`config.mk`:
```
export PLATFORM = sky130hd
export DESIGN_NAME = rf_wless_packet_scheduler
export DESIGN_NICKNAME = d
export VERILOG_FILES = /design/src/rtl/rf_wless_packet_scheduler_pkg.sv /design/src/rtl/rf_wless_packet_scheduler_sync_fifo.sv /design/src/rtl/rf_wless_packet_scheduler.sv
export SDC_FILE = /design/constraint.sdc
export NUM_CORES = 1
export LEC_CHECK = 0
export CAP_MARGIN = 0
export CORE_MARGIN = 4
export CORE_UTILIZATION = 30
export DETAILED_ROUTE_END_ITERATION = 8
export GPL_ROUTABILITY_DRIVEN = 1
export PLACE_DENSITY = 0.48
export SETUP_SLACK_MARGIN = 0.02
export SYNTH_ARGS = -nofsm -noshare
export SYNTH_HDL_FRONTEND = slang
export SYNTH_SLANG_ARGS = --single-unit
```
`constraint.sdc`:
```
create_clock -name internal_clk -period 6.9 [get_ports internal_clk]
set_input_delay 1.38 -clock internal_clk [delete_from_list [all_inputs] [get_ports internal_clk]]
set_output_delay 1.38 -clock internal_clk [all_outputs]
set_load 0.01 [all_outputs]
```
`src/rtl/rf_wless_packet_scheduler_pkg.sv`:
```
// Shared definitions for the wireless packet scheduler: scheduler states and framing constants.
package rf_wless_packet_scheduler_pkg;

  localparam int DATA_WIDTH_DEF = 8;
  localparam int HDR_LEN        = 3;

  typedef enum logic [2:0] {
    ST_IDLE    = 3'd0,
    ST_COLLECT = 3'd1,
    ST_HDR     = 3'd2,
    ST_SEND    = 3'd3,
    ST_GAP     = 3'd4
  } sched_state_t;

endpackage

```
`src/rtl/rf_wless_packet_scheduler_sync_fifo.sv`:
```
// Payload buffer for the packet scheduler: single-clock FIFO with occupancy count and full/empty flags.
module rf_wless_packet_scheduler_sync_fifo #(
  parameter int DATA_WIDTH = 8,
  parameter int FIFO_DEPTH = 64
) (
  input  logic                          clk,
  input  logic                          rst_n,
  input  logic                          wr_en,
  input  logic [DATA_WIDTH-1:0]         din,
  input  logic                          rd_en,
  output logic [DATA_WIDTH-1:0]         dout,
  output logic [$clog2(FIFO_DEPTH):0]   count,
  output logic                          full,
  output logic                          empty
);

  localparam int AW = $clog2(FIFO_DEPTH);
  localparam logic [AW:0] DEPTH_C = (AW+1)'(FIFO_DEPTH);

  logic [DATA_WIDTH-1:0] mem [FIFO_DEPTH];
  logic [AW-1:0]         wr_ptr;
  logic [AW-1:0]         rd_ptr;
  logic                  do_wr;
  logic                  do_rd;

  assign full  = (count == DEPTH_C);
  assign empty = (count == '0);
  assign do_wr = wr_en & ~full;
  assign do_rd = rd_en & ~empty;
  assign dout  = mem[rd_ptr];

  // Depth is a power of two, so the pointers wrap naturally.
  always_ff @(posedge clk or negedge rst_n) begin
    if (!rst_n) begin
      wr_ptr <= '0;
      rd_ptr <= '0;
      count  <= '0;
    end else begin
      if (do_wr) wr_ptr <= wr_ptr + 1'b1;
      if (do_rd) rd_ptr <= rd_ptr + 1'b1;
      case ({do_wr, do_rd})
        2'b10:   count <= count + 1'b1;
        2'b01:   count <= count - 1'b1;
        default: count <= count;
      endcase
    end
  end

  always_ff @(posedge clk) begin
    if (do_wr) mem[wr_ptr] <= din;
  end

endmodule

```
`src/rtl/rf_wless_packet_scheduler.sv`:
```
// Buffers MCU UART bytes, cuts them into air packets (threshold or idle timeout) and streams them to the
// node UART, optionally prefixing a 3-byte fixed-address header. Handshake: rx_use_mcu/tx_use_node are
// single-cycle pulses, at most one every two cycles; a push is only issued while tx_flag_node is low.
module rf_wless_packet_scheduler
  import rf_wless_packet_scheduler_pkg::*;
#(
  parameter int DATA_WIDTH      = DATA_WIDTH_DEF,
  parameter int FIFO_DEPTH      = 64,
  parameter int START_THRESHOLD = 58,
  parameter int MAX_PACKET      = 58,
  parameter int IDLE_TIMEOUT    = 5000,
  parameter int GAP_CYCLES      = 16
) (
  input  logic                        internal_clk,
  input  logic                        rst_n,
  input  logic                        enable,
  input  logic                        fixed_mode,
  input  logic                        rx_flag_mcu,
  input  logic [DATA_WIDTH-1:0]       data_from_uart_mcu,
  output logic                        rx_use_mcu,
  input  logic                        tx_flag_node,
  output logic                        tx_use_node,
  output logic [DATA_WIDTH-1:0]       data_to_uart_node,
  output logic [$clog2(FIFO_DEPTH):0] fill_level,
  output logic                        overflow,
  input  logic                        overflow_clr,
  output logic                        packet_start,
  output logic                        aux,
  output logic [2:0]                  state_dbg
);

  localparam int CW = $clog2(FIFO_DEPTH) + 1;
  localparam int TW = $clog2(IDLE_TIMEOUT + 1);
  localparam int LW = $clog2(MAX_PACKET + 1);
  localparam int GW = $clog2(GAP_CYCLES + 1);
  localparam logic [CW-1:0] THRESH_C   = CW'(START_THRESHOLD);
  localparam logic [CW-1:0] MAXP_C     = CW'(MAX_PACKET);
  localparam logic [TW-1:0] TIMEOUT_C  = TW'(IDLE_TIMEOUT);
  localparam logic [GW-1:0] GAP_LAST_C = GW'(GAP_CYCLES - 1);

  sched_state_t          state;
  logic                  fixed_q;
  logic [1:0]            hdr_cnt;
  logic [1:0]            hdr_idx;
  logic [DATA_WIDTH-1:0] addr_hi;
  logic [DATA_WIDTH-1:0] addr_lo;
  logic [DATA_WIDTH-1:0] chan;
  logic [TW-1:0]         idle_timer;
  logic [LW-1:0]         pkt_left;
  logic [GW-1:0]         gap_cnt;
  logic                  first_pending;

  logic                  accept;
  logic                  fixed_eff;
  logic                  to_hdr;
  logic                  to_fifo;
  logic                  fifo_wr;
  logic                  drop;
  logic                  push_ok;
  logic                  pop;
  logic                  hdr_push;
  logic                  fifo_full;
  logic                  fifo_empty;
  logic [DATA_WIDTH-1:0] fifo_dout;
  logic [CW-1:0]         fifo_count;
  logic [CW-1:0]         pkt_len_next;
  logic [DATA_WIDTH-1:0] hdr_byte;

  assign accept       = rx_flag_mcu & enable & ~rx_use_mcu;
  // fixed_mode is only honoured at the start of a burst; afterwards the latched copy rules.
  assign fixed_eff    = (state == ST_IDLE) ? fixed_mode : fixed_q;
  assign to_hdr       = accept & fixed_eff & (hdr_cnt != 2'(HDR_LEN));
  assign to_fifo      = accept & ~to_hdr;
  assign fifo_wr      = to_fifo & ~fifo_full;
  assign drop         = to_fifo & fifo_full;
  assign push_ok      = ~tx_flag_node & ~tx_use_node;
  assign pop          = push_ok & (state == ST_SEND) & ~fifo_empty;
  assign hdr_push     = push_ok & (state == ST_HDR);
  assign pkt_len_next = (fifo_count > MAXP_C) ? MAXP_C : fifo_count;
  assign fill_level   = fifo_count;
  assign state_dbg    = state;

  always_comb begin
    hdr_byte = chan;
    case (hdr_idx)
      2'd0:    hdr_byte = addr_hi;
      2'd1:    hdr_byte = addr_lo;
      default: hdr_byte = chan;
    endcase
  end

  rf_wless_packet_scheduler_sync_fifo #(
    .DATA_WIDTH (DATA_WIDTH),
    .FIFO_DEPTH (FIFO_DEPTH)
  ) u_fifo (
    .clk   (internal_clk),
    .rst_n (rst_n),
    .wr_en (fifo_wr),
    .din   (data_from_uart_mcu),
    .rd_en (pop),
    .dout  (fifo_dout),
    .count (fifo_count),
    .full  (fifo_full),
    .empty (fifo_empty)
  );

  always_ff @(posedge internal_clk or negedge rst_n) begin
    if (!rst_n) begin
      state             <= ST_IDLE;
      fixed_q           <= 1'b0;
      hdr_cnt           <= '0;
      hdr_idx           <= '0;
      addr_hi           <= '0;
      addr_lo           <= '0;
      chan              <= '0;
      idle_timer        <= '0;
      pkt_left          <= '0;
      gap_cnt           <= '0;
      first_pending     <= 1'b0;
      rx_use_mcu        <= 1'b0;
      tx_use_node       <= 1'b0;
      data_to_uart_node <= '0;
      overflow          <= 1'b0;
      packet_start      <= 1'b0;
      aux               <= 1'b1;
    end else begin
      rx_use_mcu   <= accept;
      tx_use_node  <= 1'b0;
      packet_start <= 1'b0;

      if (drop)              overflow <= 1'b1;
      else if (overflow_clr) overflow <= 1'b0;

      if (to_hdr) begin
        case (hdr_cnt)
          2'd0:    addr_hi <= data_from_uart_mcu;
          2'd1:    addr_lo <= data_from_uart_mcu;
          default: chan    <= data_from_uart_mcu;
        endcase
        hdr_cnt <= hdr_cnt + 2'd1;
      end

      if (hdr_push | pop) begin
        tx_use_node       <= 1'b1;
        data_to_uart_node <= hdr_push ? hdr_byte : fifo_dout;
        packet_start      <= first_pending;
        first_pending     <= 1'b0;
      end

      case (state)
        ST_IDLE: begin
          if (accept) begin
            state      <= ST_COLLECT;
            fixed_q    <= fixed_mode;
            aux        <= 1'b0;
            idle_timer <= '0;
          end
        end
        ST_COLLECT: begin
          if (accept)                       idle_timer <= '0;
          else if (idle_timer != TIMEOUT_C) idle_timer <= idle_timer + 1'b1;
          if ((fifo_count >= THRESH_C) ||
              ((fifo_count != '0) && (idle_timer == TIMEOUT_C))) begin
            pkt_left      <= LW'(pkt_len_next);
            first_pending <= 1'b1;
            hdr_idx       <= '0;
            state         <= fixed_q ? ST_HDR : ST_SEND;
          end
        end
        ST_HDR: begin
          if (hdr_push) begin
            hdr_idx <= hdr_idx + 2'd1;
            if (hdr_idx == 2'(HDR_LEN - 1)) state <= ST_SEND;
          end
        end
        ST_SEND: begin
          if (pop) begin
            pkt_left <= pkt_left - 1'b1;
            if (pkt_left == LW'(1)) begin
              state   <= ST_GAP;
              gap_cnt <= '0;
            end
          end
        end
        ST_GAP: begin
          if (gap_cnt == GAP_LAST_C) begin
            idle_timer <= '0;
            // A byte landing on this very edge keeps the burst alive instead of restarting it.
            if ((fifo_count != '0) || accept) begin
              state <= ST_COLLECT;
            end else begin
              state   <= ST_IDLE;
              hdr_cnt <= '0;
              aux     <= 1'b1;
            end
          end else begin
            gap_cnt <= gap_cnt + 1'b1;
          end
        end
        default: state <= ST_IDLE;
      endcase
    end
  end

endmodule

```
Word level (Yosys, flattened, before mapping)
Memories as Yosys holds them, arrays and structs flattened.
Index checks and enable logic that the tools add are counted.
{ "word_totals": {"reg_bits": 89, "mem_bits_rw": 512, "input_bits": 15, "wordCells": 151, "n_memories": 1} }
{ "mem_list": {"columns": ["name", "words", "word_bits", "rd", "rd_ports_with_merged_regs", "write_ports", "line", "text"], "rows": [
  ["u_fifo.mem", 64, 8, 1, 0, 1, "rf_wless_packet_scheduler_sync_fifo.sv:20", "logic [DATA_WIDTH-1:0] mem [FIFO_DEPTH];"]
]} }
{ "classes": {"n_addsub": 9, "n_lt_le_gt_ge": 2, "eq_ne": 25, "mux": 47, "bitwise_logic": 21, "n_reduce_logical": 26} }
{ "ops": {"columns": ["operator", "count"], "rows": [
  ["$mux W13", 4],
  ["$pmux W13 S3", 1],
  ["$mux W3", 7],
  ["$mux W6", 3],
  ["$ne A2 B2 Y1 const B", 8],
  ["$pmux W8 S2", 1],
  ["$mux W1", 15],
  ["$mux W5", 3],
  ["$pmux W3 S5", 1],
  ["$pmux W7 S2", 1],
  ["$add A13 B1 Y13 const B", 1],
  ["$and A1 B1 Y1", 13],
  ["$eq A13 B13 Y1 const B", 1],
  ["$ne A13 B13 Y1 const B", 1],
  ["$add A6 B1 Y6 const B", 2],
  ["$mux W2", 6],
  ["$pmux W6 S2", 1],
  ["$reduce_and A4 Y1", 3],
  ["$reduce_bool A2 Y1", 6],
  ["$pmux W5 S2", 1],
  ["$mux W8", 1],
  ["$reduce_and A2 Y1", 4],
  ["$add A7 B1 Y7 const B", 1],
  ["$eq A7 B7 Y1 const B", 1],
  ["29 further kinds", 44]
]} }

Longest topological paths before layout
Gate-level depths: netlist of the first run.
{ "depth": {"depth_word": 10, "depth_mapped": 13, "depth_no_buf": 11} }

Cells and area by module
Synthesis of the first run repeated with hierarchy kept, for this count alone.
{ "unflattened": {"cells_unflattened": 1476, "hier_area_um2": 24817.6} }
{ "modules_own_cells": {"columns": ["mod", "instances", "cells_each", "area_each_um2", "seq_area_each_um2"], "rows": [
  ["rf_wless_packet_scheduler_sync_fifo", 1, 1107, 21070.2, 15850.2],
  ["rf_wless_packet_scheduler", 1, 369, 3747.3, 1752.9]
]} }

Worst setup path before layout of the first run
Ideal clock, no wire load.
{ "synth_path": {"kind": "input-to-reg", "startpoint": "input port fixed_mode", "endpoint": "register u_fifo.count[5]", "arrival_time_ns": 4.101, "required_time_ns": 6.764, "setup_slack_ns": 2.663, "stages": 12, "n_path_buf": 1, "path_cell_list": "or4b_2 -> a21o_2 -> and3_4 -> buf_6 -> clkinv_4 -> ha_1 -> ha_1 -> a21o_1 -> a21o_1 -> a21oi_1 -> nor4_1 -> or3b_2"} }
{ "synth_between": {"elab_chain_cells": 9, "word_cells_on_any_way": 11, "classes_between": "eq/ne (2); mux (2); bitwise (6); reduce/logical (1)"} }
{ "synth_rtl": {"columns": ["element", "line", "text"], "rows": [
  ["from (decl)", "rf_wless_packet_scheduler.sv:17", "input logic fixed_mode,"],
  ["$mux W1 *", "rf_wless_packet_scheduler.sv:71", "assign fixed_eff = (state == ST_IDLE) ? fixed_mode : fixed_q;"],
  ["$and A1 B1 Y1 * (2 in a row)", "rf_wless_packet_scheduler.sv:72", "assign to_hdr = accept & fixed_eff & (hdr_cnt != 2'(HDR_LEN));"],
  ["$not A1 Y1 *", "rf_wless_packet_scheduler.sv:73", "assign to_fifo = accept & ~to_hdr;"],
  ["$and A1 B1 Y1 *", "rf_wless_packet_scheduler.sv:73", null],
  ["$and A1 B1 Y1 *", "rf_wless_packet_scheduler.sv:74", "assign fifo_wr = to_fifo & ~fifo_full;"],
  ["$and A1 B1 Y1 *", "rf_wless_packet_scheduler_sync_fifo.sv:28", "assign do_wr = wr_en & ~full;"],
  ["$eq A2 B1 Y1 or $eq A2 B2 Y1 (tied branches)", "rf_wless_packet_scheduler_sync_fifo.sv:41", "case ({do_wr, do_rd})"],
  ["$pmux W7 S2 or $reduce_bool A2 Y1 (tied branches)", null, null],
  ["to (signal assigned)", "rf_wless_packet_scheduler_sync_fifo.sv:42", "2'b10: count <= count + 1'b1;"],
  ["to (signal assigned)", "rf_wless_packet_scheduler_sync_fifo.sv:43", "2'b01: count <= count - 1'b1;"],
  ["to (signal assigned)", "rf_wless_packet_scheduler_sync_fifo.sv:44", "default: count <= count;"],
  ["to (decl)", "rf_wless_packet_scheduler_sync_fifo.sv:12", "output logic [$clog2(FIFO_DEPTH):0] count,"]
]} }
Every way passes the cells marked *; elsewhere a longest branch is shown, timed or not.
A chain may end at the register's enable or synchronous reset.

Worst setup path in the final report of the first run
Ends and elaborated chain as after synthesis.

==> flow_summary.toml, run 1 <==
[pwr]
p_leak_nw = 9.17
power_frac_comb_pct = 26.3
ir_worst_vdd_mv = 0.350
clkPwrFrac_pct = 32.7
p_seq_share_pct = 41.0
switching_share_pct = 31.1
switching_power_mw = 3.33
power_density_nw_per_um2 = 379
internal_power_mw = 7.37
finalPower_mw = 10.7

[synth]
ys.flop_type = "edfxtp_1"
ys_seq_elements = 601
avgSynthCellArea_um2 = 17.1
synthCells = 1438
synth_edf_count = 512
async_flop_share_pct = 14.8
yosysWarnings = 0
syn-cell-area_um2 = 24600
ys_types = 74
seq_area_frac_synth_pct = 71.4
synth_nets = 1474

[drt]
first_pass_iters = 5
drtIter0Drc = 1237
route.vias.total = 13200
routed_wl_um = 61600
via_per_inst = 5.09
drcViolationCount = 0
antenna_left = 0
wl_per_cell_um = 23.7

[global_route]
grt_first_pass_wirelength_um = 91700
grt_max_degree = 116
antenna_found_initial = 0
grt_use_total_pct = 14.2
grt_overflow_total = 0
grt_pass1_vias = 13500

[outcome]
status = "finished clean"

[critical_path]
worstPathRequired_ps = 7350
worstSetupStartpointType = "input port"
cp-end-kind = "flop"
critPathKind = "in -> reg"
path_max_fanout = 10
worst_ep_arrival_time_ps = 4820

[clock_tree]
hold_buffers = 0
cts.clk_slew.worst_paths_ps = 60
htree_num_levels = 3
cts_buffers = 67
clockBufferDepth = 3
cts_tree = "built"
insertion_delay_ps = 600
post_cts_buffers = 0
cts.sinks = 601
root_buffer = "clkbuf_16"
cts_resized = 0

[flow_run]
maxCapViolCount = 0

[timing]
rsz0062_at_grt = "no"
final_max_slew_viol_count = 0
finalCritPeriodShare_pct = 63.3
worstMarginPinSlew_ps = 1070
hold_viol = 0
slew_headroom_pct = 28.3
setup_viol = 0
setup_tns_ps = 0
fmax_mhz = 229
fin_worst_skew_ps = 21.1
period_minus_slack_ps = 4370

[placement]
io_buffers = 37
gp_congestion = 0.791
hpwl_um = 36100
dp_cells = 2473

[finish]
final_cells = 2593
fin_nets = 1518
fill_cells = 7677
final_common_cell = "edfxtp_1"
drive_gt1_share_pct = 19.8
area_growth_pct = 14.6
insertedDiodeCount = 0
layout_common_cells = "edfxtp_1, nor2_1, mux4_2, dfrtp_1, clkbuf_16"

[floorplanning]
initial_core_util_pct = 30.4
placementRows = 104
pin_count = 38
die_w_um = 295
die_area_um2 = 86800
dieHeight_um = 295
fp.coreArea_um2 = 80900

[worst_hold_path]
min_path_type = "reg -> reg"
-- stage by stage --
stage / setup slack (ps) / util, % / hold WS [ps] / area (um^2)
2_1_floorplan: 2660 / - / 437 / 24600
3_3_place_gp: 1980 / 32.3 / 463 / 26100
3_5_place_dp: 1920 / 32.3 / 465 / 26100
4_1_cts: 2550 / 34.9 / 481 / 28200
5_1_grt: 2390 / 34.9 / 508 / 28200
6_report: 2530 / 34.9 / 482 / 28200
-- Yosys cell counts (all sizes together) (7+ instances only) --
| library cell | count | area, um^2 |
|---|---|---|
| a2111oi | 7 | 61.3 |
| a211oi | 13 | 97.6 |
| a21oi | 25 | 125 |
| a22oi | 22 | 165 |
| a31oi | 12 | 75.1 |
| and3 | 8 | 55.1 |
| buf | 42 | 218 |
| clkbuf | 40 | 150 |
| dfrtp | 88 | 2200 |
| edfxtp | 512 | 15400 |
| ha | 20 | 250 |
| inv | 22 | 82.6 |
| mux2 | 40 | 450 |
| mux2i | 23 | 230 |
| mux4 | 113 | 2540 |
| nand2 | 55 | 206 |
| nand2b | 7 | 43.8 |
| nand3 | 32 | 165 |
| nand4 | 19 | 119 |
| nor2 | 115 | 432 |
| nor2b | 21 | 131 |
| nor3 | 21 | 105 |
| o211ai | 10 | 75.1 |
| o21ai | 45 | 225 |
| o22ai | 20 | 125 |
| o31ai | 12 | 90.1 |
| xnor2 | 14 | 123 |
-- cell type report --
type | instances | area, um^2 | share of cell area [%]
Clock buffer | 86 | 1800 | 6.38
Clock inverter | 34 | 333 | 1.18
Inverter | 25 | 98.8 | 0.350
Multi-Input combinational cell | 730 | 6580 | 23.3
Sequential cell | 601 | 17600 | 62.4
Tap cell | 1060 | 1330 | 4.70
Timing Repair Buffer | 57 | 490 | 1.74
-- registers in the layout (all words and copies together), names as in the netlist --
name and flops:
chan 8, hdr_idx 2, overflow 1, addr_lo 8, aux 1, first_pending 1, state_dbg 3, rx_use_mcu 1
gap_cnt 5, tx_use_node 1, hdr_cnt 2, idle_timer 13, u_fifo.count 7, u_fifo.wr_ptr 6, u_fifo.rd_ptr 6, addr_hi 8
u_fifo.mem 512, pkt_left 6, packet_start 1, fixed_q 1, data_to_uart_node 8
-- logic make-up after synthesis --
kind of cell	Yosys count	share of synthesized area (%)
AND/OR/NAND/NOR	326	6.80
adder cells (fa/ha/maj)	21	1.10
flip-flops	601	71.4
multiplexers	176	13.1
XOR/XNOR	16	0.569
AO/OA/AOI/OAI	191	5.11
buffers and inverters	107	1.89
-- routing by layer --
layer | up-vias | wire length [um] | global-route usage (%)
li1 | 5827 | - | -
met4 | 0 | 1580 | 4.12
met1 | 6902 | 29000 | 20.8
met5 | - | 0 | 0
met3 | 85 | 3060 | 2.54
met2 | 384 | 28000 | 21.8
-- power by group through the flow --
stage	Combinational, mW	Clock (mW)	Sequential [mW]
final	2.82	3.50	4.39
after global routing	3.05	3.76	4.42
after CTS	2.87	3.59	4.39
after detailed placement	2.86	0	4.46
after global placement	2.85	0	4.46
after floorplan	2.02	0	4.32
-- worst paths after layout --
| kind | from | endpoint | slack [ps] | depth (start not counted) |
|---|---|---|---|---|
| max in group asynchronous | rst_n | pkt_left[2]$_DFFE_PN0P_ | 5060 | 2 |
| min reg2reg | first_pending$_DFF_PN0_ | first_pending$_DFF_PN0_ | 480 | 1 |
| max reg2reg | u_fifo.count[0]$_DFFE_PN0P_ | u_fifo.count[5]$_DFFE_PN0P_ | 3000 | 11 |
| max | fixed_mode | u_fifo.count[5]$_DFFE_PN0P_ | 2530 | 12 |
| min in group asynchronous | rst_n | pkt_left[0]$_DFFE_PN0P_ | 730 | 1 |
| min | first_pending$_DFF_PN0_ | first_pending$_DFF_PN0_ | 480 | 1 |
-- worst max-delay path, cell delays in order --
cell and delay, ps:
clkdlybuf4s50_1 480, or4b_2 590, a21o_2 260, and3_4 250
clkinv_4 90, ha_1 370, ha_1 310, a21o_1 180
a21o_1 190, a21oi_1 200, nor4_1 60, or3b_2 450
Power figures use the tool's default switching activity.
==> inputs of run 2 (changes only) <==
--- a/config.mk
+++ b/config.mk
@@ -10,7 +10,7 @@
 export CORE_UTILIZATION = 30
 export DETAILED_ROUTE_END_ITERATION = 8
 export GPL_ROUTABILITY_DRIVEN = 1
-export PLACE_DENSITY = 0.48
+export PLACE_DENSITY = 0.5
 export SETUP_SLACK_MARGIN = 0.02
 export SYNTH_ARGS = -nofsm -noshare
 export SYNTH_HDL_FRONTEND = slang
==> constraint.sdc (replaced) <==
create_clock -name internal_clk -period 3.84 [get_ports internal_clk]
set_input_delay 0.768 -clock internal_clk [delete_from_list [all_inputs] [get_ports internal_clk]]
set_output_delay 0.768 -clock internal_clk [all_outputs]
set_load 0.01 [all_outputs]
==> flow_summary.toml, run 2 (same netlist as run 1, synthesis figures left out) <==
[pwr]
p_leak_nw = 9.46
power_density_nw_per_um2 = 678
ir_worst_vdd_mv = 0.383

[drt]
first_pass_iters = 5
routed_wl_um = 60800
route.vias.total = 13200
wl_per_cell_um = 22.9
antenna_left = 0
via_per_inst = 5.00
drcViolationCount = 0
drtIter0Drc = 918

[timing]
setup_viol = 0
slew_headroom_pct = 24.9
fmax_mhz = 289
fin_worst_skew_ps = 40.3
fin_ws_ps = 380
finalCritPeriodShare_pct = 90.1
worstMarginPinSlew_ps = 1120
period_minus_slack_ps = 3460
final_max_slew_viol_count = 0
hold_viol = 0
rsz0062_at_grt = "no"
setup_tns_ps = 0

[floorplanning]
dieHeight_um = 295
die_w_um = 295
placementRows = 104
fp.coreArea_um2 = 80900
pin_count = 38
initial_core_util_pct = 30.4
die_area_um2 = 86800

[finish]
final_cells = 2649
fill_cells = 7635
insertedDiodeCount = 0
final_util_pct = 35.4
largest_register_ffs = 512
top_regs = "u_fifo.mem: 512 flops, idle_timer: 13 flops"
stdcell_area_um2 = 28700
final_common_cell = "edfxtp_1"
drive_gt1_share_pct = 22.8
fin_nets = 1573
area_growth_pct = 16.4
layout_common_cells = "edfxtp_1, nor2_1, mux4_2, dfrtp_1, buf_4"
largest-register = "u_fifo.mem"

[critical_path]
cp-end-kind = "flop"
r2r_slack_ps = 380
worstSetupStartpointType = "flop"
r2r_cells = 11
critPathKind = "reg -> reg"
path_max_fanout = 7
worstPathRequired_ps = 4330
rr_startpoint = "u_fifo.count[4]$_DFFE_PN0P_"
worst_ep_arrival_time_ps = 3950
r2r-end = "u_fifo.count[5]$_DFFE_PN0P_"

[clock_tree]
cts.clk_slew.worst_paths_ps = 60
cts_resized = 0
post_cts_buffers = 0
root_buffer = "clkbuf_16"
cts_tree = "built"
htree_num_levels = 2
cts.sinks = 601
clockBufferDepth = 3
cts_buffers = 61
hold_buffers = 0
insertion_delay_ps = 650

[placement]
hpwl_um = 38500
place_area_um2 = 26600
io_buffers = 37
dp_cells = 2534
dp_worst_setup_slack_ps = -82.8
gp_congestion = 0.825

[global_route]
grt_use_total_pct = 14.0
grt_first_pass_wirelength_um = 91700
grt_overflow_total = 0
grt_pass1_vias = 13800
grt_max_degree = 69
antenna_found_initial = 0

[worst_hold_path]
min_path_type = "in -> async"

[flow_run]
maxCapViolCount = 0

[outcome]
status = "finished clean"
## run 2: cell types whose count changed in the layout (fill, tap and decap cells not counted), sizes merged
cell / before / now
bufinv: 5 / 10
buf: 29 / 90
clkbuf: 86 / 71
clkinv: 23 / 30
inv: 27 / 25
## run 2: area by class of cell
class,instances,area [um^2],area share (%)
flip-flops and latches,601,17600,61.4
multi-input cells,730,6570,22.9
clock buffers,71,1560,5.45
well taps,1060,1330,4.62
repair buffers,118,973,3.39
clock inverters,44,542,1.89
inverters,25,98.8,0.345
## run 2: how the worst max path moves through the flow
stage                                startpoint                          end  slack [ps]
global route        u_fifo.count[4]$_DFFE_PN0P_  u_fifo.count[5]$_DFFE_PN0P_         230
CTS                 u_fifo.count[4]$_DFFE_PN0P_  u_fifo.count[5]$_DFFE_PN0P_         370
global placement                     fixed_mode  u_fifo.count[5]$_DFFE_PN0P_          -3
floorplan           u_fifo.count[0]$_DFFE_PN0P_  u_fifo.count[5]$_DFFE_PN0P_         210
finish              u_fifo.count[4]$_DFFE_PN0P_  u_fifo.count[5]$_DFFE_PN0P_         380
detailed placement                   fixed_mode  u_fifo.count[5]$_DFFE_PN0P_         -80
## run 2: worst max-delay path, cell delays in order (launching register included)
cell	delay, ps
dfrtp_1	480
or4_4	500
or4b_4	570
and3_4	220
clkinv_4	50
ha_1	160
ha_1	230
a21o_1	180
a21o_1	200
a21oi_1	210
nor4_1	70
or3b_2	450
## run 2: power by group
group / switching (mW) / internal (mW) / total (mW)
sequential: 0.547 / 7.40 / 7.95
clock: 2.61 / 3.61 / 6.22
combinational: 2.91 / 2.36 / 5.27
## run 2: metrics by stage
stage	power [mW]	hold slack [ps]
final	19.4	279
after global routing	20.4	343
after CTS	19.7	290
after detailed placement	13.4	462
after global placement	13.4	471
after floorplan	11.4	437
## run 2: routing by layer
metal  up-vias  share of wire (%)  global-route usage [%]
met1      6907                 47                    20.5
li1       5929                  -                       -
met4         0                2.2                    3.72
met3        77                4.6                    2.22
met2       335                 46                    21.9
met5         -                  0                       0
==> inputs of run 3 (changes only) <==
--- a/config.mk
+++ b/config.mk
@@ -6,7 +6,7 @@
 export NUM_CORES = 1
 export LEC_CHECK = 0
 export CAP_MARGIN = 0
-export CORE_MARGIN = 4
+export CORE_MARGIN = 1
 export CORE_UTILIZATION = 30
 export DETAILED_ROUTE_END_ITERATION = 8
 export GPL_ROUTABILITY_DRIVEN = 1
==> flow_summary.toml, run 3 (same netlist as run 1, synthesis figures left out) <==
[outcome]
status = "finished clean"

[global_route]
grtUsageMet3_pct = 2.02
busiest_layer = "met2"
grt_use_total_pct = 14.7
grt_pass1_vias = 13900
antenna_found_initial = 0
grt_first_pass_wirelength_um = 91500
grt_max_degree = 77
use_met1_pct = 21.4
grt_overflow_total = 0
met2_usage_pct = 23.1

[clock_tree]
hold_buffers = 0
cts_tree = "built"
root_buffer = "clkbuf_16"
cts.clk_slew.worst_paths_ps = 70
insertion_delay_ps = 650
post_cts_buffers = 0
cts_buffers = 60
cts.sinks = 601
htree_num_levels = 2
clockBufferDepth = 3
cts_resized = 0

[timing]
slew_headroom_pct = 32.3
final_max_slew_viol_count = 0
period_minus_slack_ps = 3450
worstMarginPinSlew_ps = 1020
fmax_mhz = 290
hold_viol = 0
setup_viol = 0
fin_worst_skew_ps = 46.0
finalCritPeriodShare_pct = 89.9
rsz0062_at_grt = "no"
setup_tns_ps = 0
timing.hold.ws_ps = 252

[placement]
gp_congestion = 0.821
hpwl_um = 38900
place_area_um2 = 26600
io_buffers = 37

[drt]
wl_per_cell_um = 22.8
drtIter0Drc = 1078
routed_wl_um = 60500
antenna_left = 0
drcViolationCount = 0
route.vias.total = 13300
via_per_inst = 5.03
first_pass_iters = 5

[finish]
fin_nets = 1577
largest_register_ffs = 512
largest-register = "u_fifo.mem"
final_common_cell = "edfxtp_1"
drive_gt1_share_pct = 22.8
area_growth_pct = 16.0
seqCellArea_um2 = 17600
layout_common_cells = "edfxtp_1, nor2_1, mux4_2, dfrtp_1, buf_4"
insertedDiodeCount = 0
stdcell_area_um2 = 28600
top_regs = "u_fifo.mem: 512 flops, idle_timer: 13 flops"
multi_input_area_um2 = 6570
fill_cells = 7739

[flow_run]
maxCapViolCount = 0

[pwr]
finalPower_mw = 19.0
switching_share_pct = 31.3
ir_worst_vdd_mv = 0.397
power_frac_comb_pct = 27.3
switching_power_mw = 5.95
p_leak_nw = 9.43
clkPwrFrac_pct = 30.7
p_seq_share_pct = 42.0
power_density_nw_per_um2 = 666
internal_power_mw = 13.1

[critical_path]
path_max_fanout = 9
critPathKind = "reg -> reg"
r2r-end = "u_fifo.count[5]$_DFFE_PN0P_"
worst_ep_arrival_time_ps = 3930
rr_startpoint = "u_fifo.count[4]$_DFFE_PN0P_"
r2r_slack_ps = 390
cp-end-kind = "flop"
worstSetupStartpointType = "flop"
r2r_cells = 11
worstPathRequired_ps = 4310

[floorplanning]
die_area_um2 = 83300
pin_count = 38
placementRows = 104
dieHeight_um = 289
initial_core_util_pct = 30.4
fp.coreArea_um2 = 80900
die_w_um = 289

[worst_hold_path]
min_path_type = "in -> async"
-- run 3: cell types whose count changed in the layout (fill, tap and decap cells not counted), sizes merged --
cell      delta
clkinv       +7
buf          +5
bufinv       -4
clkinvlp     -4
inv          -3
-- run 3: power groups by stage --
stage                     clock, mW  combinational [mW]  sequential, mW
after global placement            0                5.23            8.10
after global routing           6.24                5.63            8.04
after floorplan                   0                3.62            7.75
after CTS                      5.98                5.27            7.98
after detailed placement          0                5.26            8.12
final                          5.84                5.19            7.98
-- run 3: critical path: stages (launching register included) --
cell and delay [ps]:
dfrtp_1 480, or4_4 500, or4b_4 580, and3_4 220
clkinv_4 50, ha_1 160, buf_4 170, ha_1 260
a21o_1 190, a21oi_1 210, nor4_1 70, or3b_2 440
-- run 3: final cells by class --
cell class / instances / area share [%]
sequential: 601 / 61.6
multi-input combinational: 730 / 23.0
clock buffer: 71 / 5.47
timing repair buffer: 123 / 3.54
inverter: 25 / 0.346
clock inverter: 40 / 1.36
tap: 1060 / 4.64
-- run 3: per-layer routing --
metal	wire, um	vias to the layer above
met2	28300	295
li1	-	5933
met3	2550	68
met1	28600	7044
met4	1110	0
met5	0	-
-- run 3: per-stage QoR --
step	std cells	setup WS, ps	utilization [%]
finish	2650	389	35.3
CTS	2650	397	35.3
global placement	2539	-32.0	32.9
floorplan	1438	208	-
detailed placement	2539	-57.7	32.9
global route	2650	291	35.3
-- run 3: worst max path at each step --
stage,startpoint,cells past startpoint,endpoint,slack [ps]
after global routing,u_fifo.count[4]$_DFFE_PN0P_,11,u_fifo.count[5]$_DFFE_PN0P_,290
after floorplan,u_fifo.count[0]$_DFFE_PN0P_,12,u_fifo.count[5]$_DFFE_PN0P_,210
after CTS,u_fifo.count[0]$_DFFE_PN0P_,11,u_fifo.count[5]$_DFFE_PN0P_,400
final,u_fifo.count[4]$_DFFE_PN0P_,11,u_fifo.count[5]$_DFFE_PN0P_,390
after detailed placement,fixed_mode,12,u_fifo.count[5]$_DFFE_PN0P_,-60
after global placement,fixed_mode,12,u_fifo.count[5]$_DFFE_PN0P_,-30
